### src/rtl/mem_output_logic_if.sv
// Load-return bus between the memory request side and mem_output_logic.
// The requester drives the request and BRAM read data; the block returns the aligned result.
interface mem_output_logic_if;
  logic [1:0]  memOp;
  logic [1:0]  memSize;
  logic [31:0] addr;
  logic [31:0] romDout;
  logic [31:0] ramDout;
  logic        flush;
  logic [31:0] rdata;
  logic        rvalid;
  logic        misalign;

  modport master (
    output memOp, memSize, addr, romDout, ramDout, flush,
    input  rdata, rvalid, misalign
  );

  modport slave (
    input  memOp, memSize, addr, romDout, ramDout, flush,
    output rdata, rvalid, misalign
  );
endinterface

### src/rtl/mem_output_logic.sv
// Load return path: captures load controls, selects ROM/RAM read data, aligns and extends it.
// Optional macro MEM_OUT_REG_EN adds a second register stage in front of the alignment.
module mem_output_logic #(
  parameter int RAM_SEL_BIT = 31
) (
  input  logic              clk,
  input  logic              rst_n,
  mem_output_logic_if.slave bus
);

  function automatic logic isMisaligned(input logic [1:0] size, input logic [1:0] off);
    logic r;
    case (size)
      2'b00:   r = 1'b0;
      2'b01:   r = off[0];
      default: r = (off != 2'b00);
    endcase
    return r;
  endfunction

  function automatic logic [31:0] alignLoad(input logic [31:0] word, input logic [1:0] size,
                                            input logic [1:0] off, input logic sgn);
    logic signed [7:0]  b;
    logic signed [15:0] h;
    logic [31:0]        r;
    b = word[{off, 3'b000} +: 8];
    h = off[1] ? word[31:16] : word[15:0];
    case (size)
      2'b00:   r = sgn ? 32'(b) : {24'd0, b};
      2'b01:   r = sgn ? 32'(h) : {16'd0, h};
      default: r = word;
    endcase
    return r;
  endfunction

  logic        isLoad;
  logic        v1;
  logic [1:0]  offset_p1;
  logic [1:0]  size_p1;
  logic        isSigned_p1;
  logic        src_p1;

  logic        lastV;
  logic [31:0] lastData;
  logic [1:0]  lastOffset;
  logic [1:0]  lastSize;
  logic        lastSigned;
  logic        lastMis;

  logic [31:0] rdataQ;
  logic        rvalidQ;
  logic        misalignQ;

  assign isLoad = (bus.memOp == 2'b01) || (bus.memOp == 2'b10);

  // Stage 1: request controls; BRAM data arrives during the following cycle
  always_ff @(posedge clk) begin
    if (!rst_n) v1 <= 1'b0;
    else        v1 <= isLoad & ~bus.flush;
    offset_p1   <= bus.addr[1:0];
    size_p1     <= bus.memSize;
    isSigned_p1 <= (bus.memOp == 2'b10);
    src_p1      <= bus.addr[RAM_SEL_BIT];
  end

`ifdef MEM_OUT_REG_EN
  logic        v2;
  logic [31:0] data_p2;
  logic [1:0]  offset_p2;
  logic [1:0]  size_p2;
  logic        isSigned_p2;

  // Stage 2: BRAM data sampled one clk after the load, controls follow along
  always_ff @(posedge clk) begin
    if (!rst_n) v2 <= 1'b0;
    else        v2 <= v1 & ~bus.flush;
    data_p2     <= src_p1 ? bus.ramDout : bus.romDout;
    offset_p2   <= offset_p1;
    size_p2     <= size_p1;
    isSigned_p2 <= isSigned_p1;
  end

  assign lastV      = v2;
  assign lastData   = data_p2;
  assign lastOffset = offset_p2;
  assign lastSize   = size_p2;
  assign lastSigned = isSigned_p2;
`else
  assign lastV      = v1;
  assign lastData   = src_p1 ? bus.ramDout : bus.romDout;
  assign lastOffset = offset_p1;
  assign lastSize   = size_p1;
  assign lastSigned = isSigned_p1;
`endif

  assign lastMis = isMisaligned(lastSize, lastOffset);

  // Output stage: rdata only updates on a completed load so it holds between pulses
  always_ff @(posedge clk) begin
    if (!rst_n) begin
      rvalidQ   <= 1'b0;
      misalignQ <= 1'b0;
      rdataQ    <= '0;
    end else begin
      rvalidQ   <= lastV;
      misalignQ <= lastV & lastMis;
      if (lastV) rdataQ <= lastMis ? '0 : alignLoad(lastData, lastSize, lastOffset, lastSigned);
    end
  end

  assign bus.rdata    = rdataQ;
  assign bus.rvalid   = rvalidQ;
  assign bus.misalign = misalignQ;

endmodule

### src/flat_wrapper.sv
// flat-port wrapper written by rule: the top's interface ports become plain ports
module mem_output_logic_flat 
#(
  parameter int RAM_SEL_BIT = 31
)
  (clk, rst_n, bus_memOp, bus_memSize, bus_addr, bus_romDout, bus_ramDout, bus_flush, bus_rdata, bus_rvalid, bus_misalign);
  mem_output_logic_if bus_i ();
  input  logic clk;
  input  logic rst_n;
  input wire logic [$bits(bus_i.memOp)-1:0] bus_memOp;
  input wire logic [$bits(bus_i.memSize)-1:0] bus_memSize;
  input wire logic [$bits(bus_i.addr)-1:0] bus_addr;
  input wire logic [$bits(bus_i.romDout)-1:0] bus_romDout;
  input wire logic [$bits(bus_i.ramDout)-1:0] bus_ramDout;
  input wire logic [$bits(bus_i.flush)-1:0] bus_flush;
  output wire logic [$bits(bus_i.rdata)-1:0] bus_rdata;
  output wire logic [$bits(bus_i.rvalid)-1:0] bus_rvalid;
  output wire logic [$bits(bus_i.misalign)-1:0] bus_misalign;
  assign bus_i.memOp = bus_memOp;
  assign bus_i.memSize = bus_memSize;
  assign bus_i.addr = bus_addr;
  assign bus_i.romDout = bus_romDout;
  assign bus_i.ramDout = bus_ramDout;
  assign bus_i.flush = bus_flush;
  assign bus_rdata = bus_i.rdata;
  assign bus_rvalid = bus_i.rvalid;
  assign bus_misalign = bus_i.misalign;
  mem_output_logic #(.RAM_SEL_BIT(RAM_SEL_BIT)) u_core (.clk(clk), .rst_n(rst_n), .bus(bus_i));
endmodule
### config.mk
export PLATFORM = sky130hd
export DESIGN_NAME = mem_output_logic_flat
export DESIGN_NICKNAME = d
export VERILOG_FILES = /design/src/rtl/mem_output_logic_if.sv /design/src/rtl/mem_output_logic.sv /design/src/flat_wrapper.sv
export SDC_FILE = /design/constraint.sdc
export NUM_CORES = 1
export LEC_CHECK = 0
export CORE_ASPECT_RATIO = 0.75
export CORE_UTILIZATION = 25
export CTS_BUF_LIST = sky130_fd_sc_hd__clkbuf_8
export DETAILED_ROUTE_END_ITERATION = 12
export REMOVE_ABC_BUFFERS = 1
export SYNTH_ARGS = -nofsm -noshare
export SYNTH_HDL_FRONTEND = slang
export SYNTH_SLANG_ARGS = --single-unit
### constraint.sdc
create_clock -name clk -period 2.35 [get_ports clk]
set_input_delay 0.3525 -clock clk [delete_from_list [all_inputs] [get_ports clk]]
set_output_delay 0.3525 -clock clk [all_outputs]
set_load 0.1 [all_outputs]
==> results.md, run 1 <==
Setup path:
- Tracing the worst setup path back leads to its startpoint at u_core.src_p1$_DFF_P_.
- The startpoint identified for the worst register-to-register timing path is u_core.src_p1$_DFF_P_.
- The capturing element of the worst setup path is u_core.bus.rdata[8]$_SDFFE_PN0P_.
- The arrival time of data at the critical path endpoint is 2.26 ns.
- In this design, the largest share of critical-path delay is due to multiplexers.
- The endpoint required time on the critical path is 2.54 ns.
- The worst register-to-register path ends at u_core.bus.rdata[8]$_SDFFE_PN0P_.
- The combined buffer and inverter count along the critical path is 0.
- The biggest cell delay along the critical path is 0.62 ns.
- The critical path in this run is classified as reg -> reg.
- The depth of the most critical reg-to-reg path is 4.
- The worst register-to-register path has a setup slack of 0.28 ns.
- For this design, the slowest cell found on the critical path is mux4_2.
- The worst setup path is captured at a flip-flop.
- Walking the worst path, the cells encountered are mux2_4 > mux4_2 > and3_1 > a221o_1.
- The critical path runs through a total of 4 cells.
- The largest driver fanout on the critical path is 13.
- The element type at the critical path start is a flip-flop.

Floorplanning:
- The total core area is 9200 sq um.
- about 140 I/O pins were placed.
- The floorplan step set the die height to 87.0 microns.
- The die area is 10000 sq um.
- The initial utilization of the core area, before any placement, comes to 0.262.
- The die width is 115 microns.
- The total number of placement rows is 30.

GRT:
- The number of global-route vias before repair came to between 2k and 2.5k.
- The first global-routing pass estimated 12100 microns of wire.
- In the global route stage, overall resource usage came out at 0.161.
- The total overflow left after global routing is 0.
- The number of antenna violations at the first check in global routing is 0.
- The maximum number of pins on one net before global-route repair is 30.

CTS:
- The depth of the CTS H-tree is 2.
- For the worst-skew pair, the clock arrives at the later sink with an insertion delay of about 0.30 ns.
- After clock tree synthesis, the setup repair step added 0 buffers.
- Clock-pin slew was measured on the worst setup and hold paths at approximately 0.090 ns.
- The clock tree buffer depth is 2.
- The count of hold buffers inserted by post-cts repair is 0.
- TritonCTS built the clock tree.
- The number of buffers created by CTS is 5.
- The buffer cell driving the clock tree root is clkbuf_8.
- The clock sink count is slightly above 40.
- Once the clock tree was built, the resizer swapped 0 gates to a different size.

Job:
- Across the run, the number of max-cap violations was 0.

Hold path:
- In this run the most critical hold path is launched from u_core.bus.rdata[7]$_SDFFE_PN0P_.
- The min-delay analysis places its worst path in the category reg -> reg.

Routing:
- The sum of routed wire length over all layers is 8100 microns.
- The average vias per placed instance is 4.81.
- The number of remaining DRC errors is 0.
- The detailed router finished its first iteration with 110 violations.
- The count of nets left with antenna violations after detail routing is 0.
- The final route contains 2469 vias.
- The detailed-router iteration count before antenna repair is 4.
- In the final routed layout, each cell accounts on average for between 15 and 20 microns.

Outcome:
- The flow ran to the end, and the final reports show no timing, DRC or antenna violations.

STA:
- Derived from the worst setup path, the maximum achievable clock frequency is 0.484 GHz.
- The clock period minus final worst setup slack is around 2.1 ns.
- Setup repair after global routing left no endpoint under its margin.
- For the final database, setup skew stands at 0.0125 ns.
- Setup violations remaining at the end of the flow were counted as 0.
- The count of final max-slew check failures was 0.
- The worst hold slack is between 0.4 and 0.5 ns.
- The final hold violation count is 0.
- Dividing the final minimum period by the clock period gives 0.879.
- The slew at the pin closest to its max-slew limit is approximately 0.63 ns.
- The normalized max-slew margin is 0.576.

Synth:
- The cell area after synthesis is 2410 sq um.
- Counting flops with a built-in enable in the synthesized netlist gives 0.
- Yosys printed 0 warnings.
- The number of storage elements in the synthesis netlist is 41.
- For this run, the leading register cell type out of synthesis is dfxtp_1.
- The number of standard cells after synthesis is about 280.
- The synthesized netlist contains 37 unique library cells.
- For this run, the register share of the synthesized area comes to 0.341.
- Dividing the synthesized area by the synthesized cell count gives between 8 and 9 sq um.
- Counting flops with an async set or reset pin after synthesis yields a share of 0.

Final layout:
- At the end of the flow, the number of nets in the layout was 488.
- 0 antenna diodes ended up in the layout.
- The relative area change from synthesis to final layout is 51.2%.
- In the final layout, the share of cells above drive strength 1 is 0.208.
- The final core utilization is 0.396.

Placement:
- In this run the tool buffered the top-level ports with about 110 buffer cells.
- Routability-driven placement finished with a final weighted congestion of around 0.78.
- The half-perimeter wire length of the detailed placement result is between 6000 and 7000 microns.

Pwr:
- Power spread over the standard cell area amounts to between 400 and 500 nW/um^2.
- Summing internal, switching and leakage power gives around 1.7 mW.
- Summed over all cells, the static leakage comes to between 1 and 1.5 nW.
- The worst supply voltage drop on vdd is 0.000199 V.
## worst min-delay path by stage
stage	endpoint	slack, ns	cells past startpoint
after floorplan	u_core.lastOffset[0]$_DFF_P_	0.38	0
after global placement	u_core.bus.rdata[7]$_SDFFE_PN0P_	0.45	2
after detailed placement	u_core.bus.rdata[7]$_SDFFE_PN0P_	0.45	2
after CTS	u_core.bus.rdata[7]$_SDFFE_PN0P_	0.47	2
after global routing	u_core.lastSize[1]$_DFF_P_	0.49	1
final	u_core.bus.rdata[7]$_SDFFE_PN0P_	0.46	2
## per-stage QoR
step | setup WS (ns) | cells | TNS (ns) | area (sq um)
detailed placement | -0.0231 | 505 | -0.113 | 3550
finish | 0.284 | 513 | 0 | 3640
global placement | -0.00712 | 505 | -0.0229 | 3550
CTS | 0.272 | 513 | 0 | 3640
global route | 0.175 | 513 | 0 | 3640
floorplan | -0.462 | 256 | -10.53 | 2300
## area by class of cell
class                           instances  area (sq um)
Multi-Input combinational cell        211          1470
Clock buffer                            5          68.8
Fill cell                             937          5550
Tap cell                              128           160
Inverter                                4          15.0
Clock inverter                          3          21.3
Timing Repair Buffer                  121          1090
Sequential cell                        41           822
## state kept, by name, indices dropped and copies added, names as in the netlist
name                 flops
u_core.bus.rdata        32
u_core.lastOffset        2
u_core.lastSize          2
u_core.bus.misalign      1
u_core.bus.rvalid        1
u_core.isSigned_p1       1
u_core.lastV             1
u_core.src_p1            1
## worst reg2reg max path, cell delays in order (launching register included)
cell	delay, ns
dfxtp_2	0.44
mux2_4	0.33
mux4_2	0.62
and3_1	0.28
a221o_1	0.28
## logic make-up after synthesis
kind of cell	count (synthesis)	synth area share
mux	37	0.183
fa+ha+maj	1	0.00519
simple gates	98	0.194
flops	41	0.341
compound gates	75	0.226
buf+inv	27	0.0509
## synthesized netlist by cell type, types with 8 or more instances
cell type / count / area share
mux2_2: 14 / 0.065
o21ai_0: 15 / 0.031
nor3_1: 9 / 0.019
nor2b_1: 11 / 0.029
nand2_1: 25 / 0.039
a2111oi_1: 9 / 0.037
nor2_1: 38 / 0.059
a221o_1: 8 / 0.033
a21oi_1: 8 / 0.017
clkbuf_1: 16 / 0.025
dfxtp_1: 41 / 0.34
a211oi_1: 13 / 0.040
mux2i_1: 16 / 0.066
## where the power goes
part,internal [mW],switching (mW),leakage [nW]
logic,0.231,0.293,1.07
clock network,0.211,0.275,0.0445
registers,0.717,0.0222,0.334
total,1.16,0.590,1.45
## layer usage
layer / GRT usage / wire length, microns
met5: 0 / 0
met4: 0.0390 / 113
met2: 0.233 / 3490
met3: 0.0411 / 466
met1: 0.235 / 4020
## placed cells by master (no fill, tap or decap), types with 2 or more instances in the layout
master / instances
a31oi_1: 7
nor2_1: 38
inv_1: 2
nand2b_1: 7
mux2_2: 14
clkbuf_8: 5
o21ai_0: 15
and2_1: 2
nor3_1: 9
dfxtp_1: 40
o31ai_1: 2
mux2_4: 3
buf_4: 48
nor2b_1: 11
clkdlybuf4s50_1: 73
clkinv_1: 2
a21oi_1: 8
a211oi_1: 13
o211ai_1: 7
a2111oi_1: 9
mux4_2: 3
o21a_1: 2
a221o_1: 8
nand2_1: 25
mux2i_1: 16
Note: power is estimated with default switching activity, not from simulation.
==> run 2: changes to the inputs <==
--- a/config.mk
+++ b/config.mk
@@ -5,10 +5,12 @@
 export SDC_FILE = /design/constraint.sdc
 export NUM_CORES = 1
 export LEC_CHECK = 0
+export CAP_MARGIN = 15
 export CORE_ASPECT_RATIO = 0.75
 export CORE_UTILIZATION = 25
 export CTS_BUF_LIST = sky130_fd_sc_hd__clkbuf_8
 export DETAILED_ROUTE_END_ITERATION = 12
+export GPL_ROUTABILITY_DRIVEN = 0
 export REMOVE_ABC_BUFFERS = 1
 export SYNTH_ARGS = -nofsm -noshare
 export SYNTH_HDL_FRONTEND = slang
==> constraint.sdc (replaced) <==
create_clock -name clk -period 1.8 [get_ports clk]
set_input_delay 0.27 -clock clk [delete_from_list [all_inputs] [get_ports clk]]
set_output_delay 0.27 -clock clk [all_outputs]
set_load 0.1 [all_outputs]
==> run 2 against run 1 <==
  * The run now ends with negative setup slack left
  * Clock skew decreased by 0.0069 ns
  * Final cell count increased by 5.3%
  * Global-route usage increased by 0.95 points
  * Fmax increased by 2.0%
  * Critical path type unchanged
  * Worst hold slack got worse by 0.059 ns
  * Highest routed layer unchanged
  * Core utilization increased by 4.4 points
  * Critical path depth unchanged
  * Clock power increased by 38%
  * Total power increased by 38%
  * Via count increased by 5.8%
==> results.md, run 2 (synthesized netlist as in run 1, its figures left out) <==
GRT:
- The number of antenna violations at the first check in global routing was 0.
- The number of global-route vias before repair was 2462.
- The total routing resource utilization after global routing is 0.170.
- The maximum number of pins on one net before global-route repair is 29.
- Summed over all layers, the global routing overflow is 0.
- The first-pass GRT wire length is roughly 13000 microns.

Routing:
- The average vias per placed instance is 4.84.
- After detailed routing, the average wire length per cell comes to 16.1 microns.
- Before antenna repair, the detailed router went through 4 iterations.
- After detailed routing, the number of remaining DRC violations is 0.
- In the detailed route, the total length drawn on met3 is about 560 microns.
- For this block, the via count after detailed routing is 2611.
- The highest metal layer carrying signal wires in the routed design is met4.
- The starting DRC count in detailed routing is 113.
- The detail route stage leaves a number of antenna-violating nets equal to 0.
- The detailed router put a total of 4110 microns of wire on met1.
- The amount of wire on met2 after detailed routing is ~3900 microns.
- Summed over all layers, the routed wires come to just under 9000 microns.

Pwr:
- The portion of total power attributed to the clock network is 0.278.
- Of the total power, combinational logic draws 0.322.
- The share of total power dissipated in sequential elements is 0.399.
- The static leakage is 1.64 nW.
- Overall power consumption after layout is estimated at 2.41 mW.
- For this design the ratio of total power to cell area is 597 nW/um^2.
- The worst supply voltage drop on vdd is 0.000254 V.
- Internal power comes to 1.65 mW.
- The analysis attributes to net switching a power of 0.768 mW.
- Of the total power, the share spent switching nets is 0.318.

STA:
- The count of final max-slew check failures is 0.
- Of the available clock period, the critical path in the final layout requires 1.12.
- The final hold violation count is 0.
- The normalized max-slew margin is 0.610.
- The worst setup margin is -0.225 ns.
- For the final routed database, the setup TNS stands at -4.36 ns.
- At the pin with the least slew margin, the transition time is slightly below 0.6 ns.
- The clock period minus final worst setup slack is 2.02 ns.
- Setup repair after global routing could not meet its margin everywhere.
- For this run, the top clock speed supported by timing is ~0.49 GHz.
- Between clock sinks in the finished design, the worst skew comes to 0.00551 ns.
- The number of endpoints failing setup at the final stage is 25.

Floorplanning:
- The die width is 115 microns.
- The total number of placement rows is 30.
- The die area is 10000 sq um.
- For this configuration, the core starts out at a cell density of 0.262.
- The total core area is 9200 sq um.
- The die is 87.0 microns tall.
- 137 I/O pins were placed.

Setup path:
- The setup path with the least slack is of type reg -> reg.
- The biggest cell delay along the critical path is 0.60 ns.
- The endpoint required time on the critical path is ~2.0 ns.
- The worst setup path is captured at a flip-flop.
- Together, buffers and inverters on the worst path number 0.
- The depth of the most critical reg-to-reg path is 4.
- The arrival time of data at the critical path endpoint is approximately 2.2 ns.
- The element type at the critical path start is a flip-flop.
- The critical path crosses 4 cells after its start point.
- Walking the worst path, the cells encountered are mux2_4 > mux4_2 > a221o_1 > a22o_1.
- The largest individual stage delay along the critical path comes from the cell mux4_2.
- The setup slack of the most critical reg-to-reg path is -0.22 ns.
- The kind of cell with the highest combined delay along the critical path is multiplexers.
- The largest driver fanout on the critical path is 7.

Hold path:
- The type of the worst min-delay path is in -> reg.
- The number of stages on the worst hold path is 1.

CTS:
- No sink is reached through more buffers than the 2 on the longest clock path.
- The H-tree generated during clock tree synthesis spans 2 levels.
- The clock-pin slew of the registers on the worst-case setup and hold paths is around 0.08 ns.
- The number of buffers created by CTS is 5.
- The clock sink count is 41.
- Clock tree synthesis selected as its root buffer the cell clkbuf_8.
- For the worst-skew pair, the clock arrives at the later sink with an insertion delay of 0.30 ns.
- TritonCTS built the clock tree.

Final layout:
- The library cell used most frequently in the layout, excluding fill and tap cells, is clkdlybuf4s50_1.
- The flip-flop count of the largest register, all copies and words added is 32.
- The relative area change from synthesis to final layout is 67.9%.
- The number of antenna diodes in the final layout is 0.
- The number of filler instances in the final layout is between 800 and 900.
- The fraction of final layout cells sized beyond drive strength 1 is 0.296.
- The library cells used most frequently in the layout, excluding fill and tap cells, are 73 x clkdlybuf4s50_1, 67 x buf_4, 39 x dfxtp_1.
- For this run, the post-layout net count is 515.

Placement:
- The half-perimeter wire length of the detailed placement result is 6620 microns.
- The quantity of I/O buffers inserted on ports is approximately 110.
- At the placement stage, the worst setup path has a slack of -0.511 ns.

Outcome:
- The final reports fail on negative setup slack.
- The run finished, with violations left.

Job:
- The number of maximum-capacitance violations is 0.
[run 2: changes by cell type in the layout (fill, tap and decap cells not counted), sizes merged]
cell	delta
buf	+26
clkbuf	+2
clkinvlp	-1
inv	-1
mux4	+1
[run 2: power by group through the flow]
stage                     clock, mW  sequential [mW]  combinational (mW)
after CTS                     0.686            0.964               0.758
final                         0.672            0.964               0.778
after global placement            0            0.985               0.725
after global routing          0.726            0.968               0.828
after floorplan                   0             1.16               0.207
after detailed placement          0            0.984               0.733
[run 2: timing repair]
| action | 4_1_cts | 5_1_grt |
|---|---|---|
| endpoints found under the setup margin | 28 | 30 |
| gates cloned | 1 | 0 |
| gates resized for setup | 14 | 11 |
| pin swaps | 2 | 1 |
| setup buffers | 2 | 4 |
| hold buffers | 0 | 0 |
[run 2: routing by layer]
layer  vias to the layer above  global-route usage
li1                       1292                   -
met1                      1233               0.235
met2                        79               0.269
met3                         7              0.0369
met4                         0              0.0437
met5                         -                   0
[run 2: path summary, 6_finish.rpt]
check                                                 startpoint                                end
worst max register to register             u_core.src_p1$_DFF_P_  u_core.bus.rdata[15]$_SDFFE_PN0P_
worst min-delay path                                bus_addr[31]              u_core.src_p1$_DFF_P_
worst max-delay path                       u_core.src_p1$_DFF_P_  u_core.bus.rdata[15]$_SDFFE_PN0P_
worst min register to register  u_core.bus.rdata[7]$_SDFFE_PN0P_   u_core.bus.rdata[7]$_SDFFE_PN0P_
[run 2: area by class of cell]
class / instances / area [sq um] / area share
Clock buffer: 7 / 96.3 / 0.0238
Multi-Input combinational cell: 212 / 1580 / 0.390
Tap cell: 128 / 160 / 0.0396
Timing Repair Buffer: 147 / 1370 / 0.337
Inverter: 4 / 15.0 / 0.00371
Clock inverter: 1 / 5.00 / 0.00124
Sequential cell: 41 / 826 / 0.204
[run 2: metrics by stage]
step / utilization / instance area, sq um / hold WS (ns) / cells
after global routing: 0.440 / 4050 / 0.393 / 540
final: 0.440 / 4050 / 0.404 / 540
after CTS: 0.430 / 3950 / 0.393 / 536
after global placement: 0.408 / 3750 / 0.461 / 525
after floorplan: - / 2300 / 0.298 / 256
after detailed placement: 0.408 / 3750 / 0.466 / 525
[run 2: worst reg2reg max path, stage by stage, from the launching register on]
cell and delay [ns]:
dfxtp_4 0.43, mux2_4 0.33, mux4_2 0.60, a221o_1 0.38, a22o_1 0.17
==> run 3: changes to the inputs <==
==> constraint.sdc (replaced) <==
create_clock -name clk -period 2.6 [get_ports clk]
set_input_delay 0.39 -clock clk [delete_from_list [all_inputs] [get_ports clk]]
set_output_delay 0.39 -clock clk [all_outputs]
set_load 0.1 [all_outputs]
==> run 3 against run 2 <==
  * The run now ends clean
  * Register-to-register slack gained 0.65 ns
  * Final cell count shrank 5.6%
  * Worst hold slack gained 0.066 ns
  * Fmax shrank 6.9%
  * Combinational power shrank 40%
  * Sequential share of layout area grew 2.3 points
  * Clock power shrank 35%
  * Total power shrank 35%
  * Non-clock buffer count shrank 29
  * Sequential cell count is the same
  * Core utilization shrank 4.6 points
  * Highest routed layer unchanged
==> results.md, run 3 (synthesized netlist as in run 1, its figures left out) <==
Outcome:
- The run finished with clean final reports.

CTS:
- The tree is rooted in a clkbuf_8.
- The number of instances resized during post-cts repair is 0.
- The number of buffers created by CTS is 5.
- The tree built by TritonCTS fans out to 41 sinks.
- The buffers inserted during post-CTS setup optimization is 0.
- The count of hold buffers inserted by post-cts repair is 0.
- The clock-pin slew of the registers on the worst-case setup and hold paths is 0.08 ns.
- The depth of the CTS H-tree is 2.
- The clock tree buffer depth is 2.
- TritonCTS built the clock tree.
- At the later pin of the worst-skew pair, clock insertion delay measures 0.31 ns.

Setup path:
- On the worst path, the slowest cell contributes a delay of 0.63 ns.
- For the worst setup path, the data arrival time is 2.37 ns.
- The critical path class is reg -> reg.
- The reg-to-reg endpoint is u_core.bus.rdata[14]$_SDFFE_PN0P_.
- The largest individual stage delay along the critical path comes from the cell mux4_2.
- The combined buffer and inverter count along the critical path is 0.
- In this run the critical register-to-register path is launched from u_core.src_p1$_DFF_P_.
- The worst register-to-register path has a setup slack of 0.42 ns.
- The endpoint required time on the critical path is approximately 2.8 ns.
- For the worst flop-to-flop path, the logic depth is 4.
- The critical path's top delay family is multiplexers.
- Traced cell by cell, the critical path runs through mux2_4 > mux4_2 > and3_1 > a221o_1.
- The largest driver fanout on the critical path is 13.
- STA classifies the critical path startpoint as a flip-flop.
- The kind of end point of the critical path is a flip-flop.

Floorplanning:
- The die covers 10000 sq um.
- From bottom edge to top edge, the die measures 87.0 microns.
- The floorplan has 30 rows.
- For this configuration, the core starts out at a cell density of 0.262.
- The total core area is 9200 sq um.
- The die is 115 microns wide.
- The top-level I/O count is 137.

Placement:
- The quantity of I/O buffers inserted on ports is approximately 110.
- The HPWL after detailed placement is 6250 microns.
- The post-place setup slack is roughly 0.18 ns.
- The placed instances occupy a cell area of approximately 3500 sq um.

Routing:
- The number of remaining DRC errors is 0.
- Once detail routing completed, the nets flagged for antenna violations numbered 0.
- The total via count after detailed routing is 2441.
- After detailed routing, the total wire length is a little under 8000 microns.
- The starting DRC count in detailed routing is 224.
- The detailed-router iteration count before antenna repair is 4.
- The routed wire length per instance is between 15 and 20 microns.
- The average vias per placed instance is ~4.8.

Final layout:
- Summing all multi-input logic gate instances after layout gives about 1500 sq um.
- In the final layout, flip-flops and latches occupy 822 sq um.
- The number of antenna diodes is 0.
- The area of all placed cells without fillers is roughly 3600 sq um.
- The number of nets in the layout is 485.
- The library cells used most frequently in the layout, excluding fill and tap cells, are 73 x clkdlybuf4s50_1, 45 x buf_4, 40 x dfxtp_1.
- Compared with the post-synthesis result, the final layout area differs by 50.4%.
- Of the cells placed in the final design, the portion with a size suffix greater than 1 is 0.202.
- The number of filler instances in the final layout is 951.
- The most frequent standard cell in the layout excluding fill and tap cells is clkdlybuf4s50_1.
- The flip-flop count of the largest register, all copies and words added is 32.

Pwr:
- The power per cell area is 434 nW/um^2.
- The static leakage is 1.44 nW.
- The worst supply voltage drop on vdd is 0.000186 V.

Job:
- The tool flagged a number of max-cap violations equal to 0.

STA:
- Of the available clock period, the critical path in the final layout requires 0.837.
- The upper clock frequency limit is roughly 0.46 GHz.
- The clock period minus final worst setup slack is 2.18 ns.
- The slew at the pin closest to its max-slew limit is 0.650 ns.
- The largest clock skew in the final design is 0.0115 ns.
- Setup violations remaining at the end of the flow were counted as 0.
- The normalized max-slew margin is 0.565.
- After layout, the worst setup slack is 0.424 ns.
- Setup repair after global routing left no endpoint under its margin.
- The final hold violation count is 0.
- The count of final max-slew check failures came to 0.

GRT:
- The number of global-route vias before repair is ~2.3k.
- Entering global routing, the biggest net connects 33 pins.
- The total congestion overflow after global routing is 0.
- Across every metal layer, demand over resource in global routing totals 0.159.
- The number of antenna violations at the first check in global routing was 0.
- The first-pass GRT wire length is between 10000 and 15000 microns.

Hold path:
- The worst hold path was traced through 2 stages.
- The type of the worst min-delay path is reg -> reg.
- The worst hold path begins at u_core.bus.rdata[7]$_SDFFE_PN0P_.
- The endpoint of the worst hold-timing path is u_core.bus.rdata[7]$_SDFFE_PN0P_.
## run 3: cell count changes in the layout (fill, tap and decap cells not counted), moves of 2 or more
cell       before  now
buf_4          67   45
a211oi_2        3    1
mux2i_2         2    0
a211oi_1       11   13
clkinv_4        0    2
a2111oi_2       5    0
a2111oi_1       2    9
clkbuf_8        7    5
mux2i_1        14   16
a2111oi_4       2    0
buf_12          6    0
## run 3: worst min-delay path: cells and delay by family (launching register included)
kind | cells | cell delay (ns)
AO/OA/AOI/OAI | 1 | 0.06
flip-flops | 1 | 0.34
AND/OR/NAND/NOR | 1 | 0.05
## run 3: power breakdown
| group | switching, mW | leakage, nW | internal (mW) | total (mW) |
|---|---|---|---|---|
| sequential | 0.0215 | 0.334 | 0.648 | 0.670 |
| clock | 0.247 | 0.0481 | 0.191 | 0.437 |
| combinational | 0.261 | 1.06 | 0.206 | 0.467 |
## run 3: final cells by class
type                       instances  share of cell area
clock buffer                       5              0.0190
clock inverter                     3             0.00622
inverter                           4             0.00414
multi-input combinational        211               0.405
sequential                        41               0.227
tap                              128              0.0442
timing repair buffer             118               0.295
## run 3: per-layer routing
| metal | vias to the layer above | part of all wire | track usage |
|---|---|---|---|
| met2 | 85 | 0.43 | 0.232 |
| met3 | 6 | 0.088 | 0.0411 |
| met4 | 0 | 0.0035 | 0.0283 |
| met1 | 1121 | 0.48 | 0.233 |
| li1 | 1229 | - | - |
| met5 | - | 0 | 0 |
## run 3: how the worst max path moves through the flow
| stage | endpoint | slack, ns | cells past startpoint | startpoint |
|---|---|---|---|---|
| floorplan | u_core.bus.rdata[16]$_SDFFE_PN0P_ | -0.21 | 4 | u_core.src_p1$_DFF_P_ |
| global placement | u_core.bus.rdata[10]$_SDFFE_PN0P_ | 0.21 | 5 | bus_romDout[31] |
| detailed placement | u_core.bus.rdata[14]$_SDFFE_PN0P_ | 0.18 | 5 | bus_romDout[31] |
| CTS | u_core.bus.rdata[14]$_SDFFE_PN0P_ | 0.42 | 4 | u_core.src_p1$_DFF_P_ |
| global route | u_core.bus.rdata[8]$_SDFFE_PN0P_ | 0.32 | 4 | u_core.src_p1$_DFF_P_ |
| finish | u_core.bus.rdata[14]$_SDFFE_PN0P_ | 0.42 | 4 | u_core.src_p1$_DFF_P_ |
## run 3: metrics by stage
stage                     TNS (ns)  instances  hold slack, ns  power, mW  utilization
after global placement           0        502           0.452       1.15        0.384
final                            0        510           0.470       1.57        0.394
after global routing             0        510           0.505       1.65        0.394
after detailed placement         0        502           0.462       1.15        0.384
after floorplan              -4.35        256           0.418      0.946            -
after CTS                        0        510           0.481       1.59        0.394
